$ cat src/rtl/rr_lane_router_4.sv
// rr_lane_router_4: four-lane registered crossbar front end.
// A single-entry holding register per lane feeds one shared output stage through a
// round-robin arbiter; the winning word is presented on the lane with the same index.
// Ports:
//   clock, reset_n  rising-edge clock, asynchronous active-low reset
//   in_data/in_valid/in_ready     per-lane upstream handshake (ready = holding slot empty)
//   out_data/out_valid/out_ready  per-lane downstream handshake (only lane sel is live)
//   sel   index of the lane held in the output stage
//   busy  any holding register or the output stage occupied
module rr_lane_router_4 #(
  parameter int unsigned WIDTH = 2
) (
  input  logic                  clock,
  input  logic                  reset_n,
  input  logic [3:0][WIDTH-1:0] in_data,
  input  logic [3:0]            in_valid,
  output logic [3:0]            in_ready,
  output logic [3:0][WIDTH-1:0] out_data,
  output logic [3:0]            out_valid,
  input  logic [3:0]            out_ready,
  output logic [1:0]            sel,
  output logic                  busy
);

  localparam int unsigned LANES = 4;
  localparam int unsigned SEL_W = 2;

  typedef enum logic {S_EMPTY, S_FULL} state_t;

  state_t                    state_q, state_d;
  logic [LANES-1:0][WIDTH-1:0] hold_q, hold_d;
  logic [LANES-1:0]          hold_full_q, hold_full_d;
  logic [SEL_W-1:0]          rr_ptr_q, rr_ptr_d;
  logic [LANES-1:0][WIDTH-1:0] out_data_d;
  logic [LANES-1:0]          out_valid_d;
  logic [SEL_W-1:0]          sel_d;
  logic [LANES-1:0]          in_ready_d;
  logic                      busy_d;

  logic [SEL_W-1:0]          grant;
  logic [SEL_W-1:0]          idx;
  logic                      found;
  logic                      drain;
  logic                      load;

  // Next-state: arbitration, output-stage load/drain and lane acceptance
  always_comb begin
    state_d     = state_q;
    hold_d      = hold_q;
    hold_full_d = hold_full_q;
    rr_ptr_d    = rr_ptr_q;
    out_data_d  = out_data;
    out_valid_d = out_valid;
    sel_d       = sel;
    grant       = '0;
    idx         = '0;
    found       = 1'b0;

    // First occupied lane at or after rr_ptr, wrapping modulo 4
    for (int unsigned k = 0; k < LANES; k++) begin
      idx = SEL_W'(rr_ptr_q + SEL_W'(k));
      if (!found && hold_full_q[idx]) begin
        grant = idx;
        found = 1'b1;
      end
    end

    // Only the lane currently presented can drain the stage
    drain = (state_q == S_FULL) && out_ready[sel];
    load  = ((state_q == S_EMPTY) || drain) && found;

    if (drain) begin
      state_d     = S_EMPTY;
      out_valid_d = '0;
      out_data_d  = '0;
    end

    if (load) begin
      state_d            = S_FULL;
      out_valid_d        = LANES'(1) << grant;
      out_data_d         = '0;
      out_data_d[grant]  = hold_q[grant];
      sel_d              = grant;
      hold_full_d[grant] = 1'b0;
      rr_ptr_d           = SEL_W'(grant + SEL_W'(1));
    end

    // A ready lane is empty, so it can never be the lane being transferred
    for (int unsigned i = 0; i < LANES; i++) begin
      if (in_valid[i] && in_ready[i]) begin
        hold_d[i]      = in_data[i];
        hold_full_d[i] = 1'b1;
      end
    end

    in_ready_d = ~hold_full_d;
    busy_d     = (|hold_full_d) | (|out_valid_d);
  end

  // State and registered outputs
  always_ff @(posedge clock or negedge reset_n) begin
    if (!reset_n) begin
      state_q     <= S_EMPTY;
      hold_q      <= '0;
      hold_full_q <= '0;
      rr_ptr_q    <= '0;
      out_data    <= '0;
      out_valid   <= '0;
      sel         <= '0;
      in_ready    <= '0;
      busy        <= 1'b0;
    end else begin
      state_q     <= state_d;
      hold_q      <= hold_d;
      hold_full_q <= hold_full_d;
      rr_ptr_q    <= rr_ptr_d;
      out_data    <= out_data_d;
      out_valid   <= out_valid_d;
      sel         <= sel_d;
      in_ready    <= in_ready_d;
      busy        <= busy_d;
    end
  end

endmodule

$ cat config.mk
export PLATFORM = sky130hd
export DESIGN_NAME = rr_lane_router_4
export DESIGN_NICKNAME = d
export VERILOG_FILES = /design/src/rtl/rr_lane_router_4.sv
export SDC_FILE = /design/constraint.sdc
export NUM_CORES = 1
export LEC_CHECK = 0
export CORE_MARGIN = 1
export CORE_UTILIZATION = 44
export DETAILED_ROUTE_END_ITERATION = 8
export PLACE_DENSITY = 0.75
export SYNTH_ARGS = -nofsm -noshare
export SYNTH_HDL_FRONTEND = slang
export SYNTH_SLANG_ARGS = --single-unit
$ cat constraint.sdc
create_clock -name clock -period 2.4 [get_ports clock]
set_input_delay 0.36 -clock clock [delete_from_list [all_inputs] [get_ports clock]]
set_output_delay 0.36 -clock clock [all_outputs]
set_load 0.01 [all_outputs]
==> reports/results.ini <==
[clock_network]
clk_latency_ns = 0.34
clock_sinks = 34
cts_tree = done
htreeDepth = 2
root_buffer = clkbuf_4
numCtsBuffers = 5
clockBufferDepth = 2
cts.clk_slew.worst_paths_ns = 0.11
hold_buffers = 0

[timing]
worst_slew_pin_slew_ns = 0.4230
fmax_mhz = 432.3
relSlewSlack = 0.7180
finalCriticalPeriod_ns = 2.313
rsz0062_at_grt = no
fin_tns_setup_ns = 0
clock_skew_ns = 0.01216
hold_viol = 0
period_share = 0.9639
setup_violations = 0
slew_viol_final = 0

[grt]
antenna_found_initial = 0
grt_pass1_vias = 1085
overflow = 0
grt_start_max_net_pins = 35
grt_pass1_wl_um = 5092
grt_use_total = 0.1985

[critical_path]
worst_path_dominant_cell_family = simple AND/OR/NAND/NOR gates
cp-startpoint = rr_ptr_q[1]
path_buf_inv = 1
rrSetupSlack_ns = 0.09
worstSetupPathType = reg -> reg
cp_cell_sequence = mux2i_1 -> a21oi_2 -> nor2b_4 -> buf_4 -> ha_2 -> or4_1 -> a221oi_2 -> nand4_1
reg2reg_from = rr_ptr_q[1]
critPathMaxStageDelay_ns = 0.50
crit_required_ns = 2.62
cp-end-kind = flip-flop
crit_slowest_cell = or4_1
critPathMaxFanout = 5
start_kind = flip-flop
crit_arrival_ns = 2.53

[drt]
vias_per_cell = 5.431
wl_per_cell_um = 16.04
drc = 0
drt-initial-drc-count = 45
antenna_left = 0
totalWireLength_um = 3384
num_vias = 1146
drt-pass1-iter-count = 4

[floorplan]
io_pins = 37
die_height_um = 60.95
fp.dieW_um = 60.95
rows = 21
initial_core_util = 0.4582
coreArea_um2 = 3337
dieArea_um2 = 3715

[pwr]
p_per_area_nw_per_um2 = 1516
p_total_mw = 3.166
worst_ir_drop_vdd_uv = 631.9
power_leakage_nw = 0.9435

[layout]
nets = 186
area_growth_pct = 36.58
layout-drive-gt1-share = 0.3030
diodes = 0

[outcome]
status = completed

[logic_synthesis]
synth_area_per_cell_um2 = 13.41
syn_nets = 136
synthCells = 114
yosysSeqAreaShare = 0.5565
synth_area_um2 = 1529
synth_seq_cells = 34
yosysUniqueCellTypes = 31
ys_warn_count = 0

[job]
max_cap_violations = 0

[placed_design]
portBuffers = 36
hpwl_um = 2455
gp_congestion = 0.7994

[min_path]
hold_path.class = in -> async

## cells in the final DEF (no fill, tap or decap), types with 4 or more instances in the layout
cell and n:
clkbuf_4 5, inv_1 7, a22o_1 4, a32o_2 8
buf_4 10, clkdlybuf4s50_1 36, a31oi_1 4, a21oi_1 7
nand2_1 7, dfrtp_1 31, mux2_2 8
## power by group
group	internal, mW	switching, mW	total [mW]	leakage (nW)
Clock	0.142	0.187	0.328	0.0353
Sequential	0.824	0.218	1.04	0.409
Combinational	0.950	0.845	1.79	0.499
Total	1.92	1.25	3.17	0.943
## logic make-up after synthesis
| kind of cell | count (synthesis) | synth area share |
|---|---|---|
| adder cells (fa/ha/maj) | 4 | 0.03273 |
| flip-flops | 34 | 0.5565 |
| AND/OR/NAND/NOR | 20 | 0.08430 |
| multiplexers | 15 | 0.1236 |
| AO/OA/AOI/OAI | 31 | 0.1678 |
| buffers and inverters | 10 | 0.03519 |
## worst register-to-register path, stage by stage, from the launching register on
cell      delay (ns)
dfrtp_2         0.45
mux2i_1         0.26
a21oi_2         0.09
nor2b_4         0.14
buf_4           0.15
ha_2            0.21
or4_1           0.50
a221oi_2        0.28
nand4_1         0.12
## synthesized netlist by cell type
library cell   n  area [um^2]
mux2i_1        2        20.02
ha_1           4        50.05
nand3b_1       1        7.510
nor3b_1        1        7.510
a21oi_1        9        45.04
mux2_2         8        90.09
a2bb2oi_2      1        15.01
nor2b_4        1        13.76
nor4_1         1        6.260
a31oi_1        4        25.02
nor2b_1        1        6.260
buf_6          2        22.52
a21oi_4        1        16.27
or4_1          2        15.01
a22o_1         4        35.03
o21ai_1        1        5.000
a21o_1         1        7.510
buf_2          1        5.000
mux2_1         3        33.78
nor3b_2        1        12.51
a32o_2         8        90.09
nand2_1        8        30.03
dfrtp_1       34        850.8
and2_1         1        6.260
or4_4          1        11.26
a221oi_1       1        8.760
mux4_2         2        45.04
inv_1          7        26.28
nand2b_1       1        6.260
a2bb2oi_1      1        8.760
nand4_1        1        6.260
## final timing paths
kind | end | cells past startpoint
setup / recovery | busy | 8
hold / removal | sel[0] | 2
setup reg to reg | busy | 8
hold reg to reg | hold_q[5] | 1
max in group asynchronous | hold_full_q[1] | 2
min in group clock | hold_q[5] | 1
## flip-flops by register name, indices dropped and copies added, names as in the netlist
register	cells
out_data	8
state_q	1
hold_q	8
hold_full_q	4
rr_ptr_q	2
in_ready	4
busy	1
sel	2
out_valid	4
## area by class of cell
cell class	instances	area (um^2)
fillers	270	1249
flip-flops and latches	34	854.6
multi-input cells	70	654.4
repair buffers	46	435.4
well taps	46	57.56
clock buffers	7	55.05
inverters	7	26.28
clock inverters	1	5.005
## routing by layer
layer / vias to the layer above / global-route usage / share of wire
li1: 534 / - / -
met2: 34 / 0.3140 / 0.50
met4: 0 / 0.1039 / 0.010
met1: 573 / 0.2548 / 0.44
met5: - / 0 / 0
met3: 5 / 0.04691 / 0.044
## per-stage QoR
stage | worst slack (ns) | cell area [um^2] | hold slack, ns | util | std cells
2_1_floorplan | 0.04513 | 1529 | 0.06441 | - | 114
3_3_place_gp | 0.1105 | 1979 | 0.4823 | 0.5932 | 201
3_5_place_dp | -0.06582 | 1979 | 0.4884 | 0.5932 | 201
4_1_cts | 0.006540 | 2053 | 0.4303 | 0.6153 | 210
5_1_grt | 0.01734 | 2088 | 0.4515 | 0.6258 | 211
6_report | 0.08670 | 2088 | 0.4163 | 0.6258 | 211
## repair_timing
item,CTS,global route
buffers inserted,1,1
resized for setup,1,9
pin swaps,0,2
setup endpoints to repair,1,1
(Power assumes the default switching activity.)
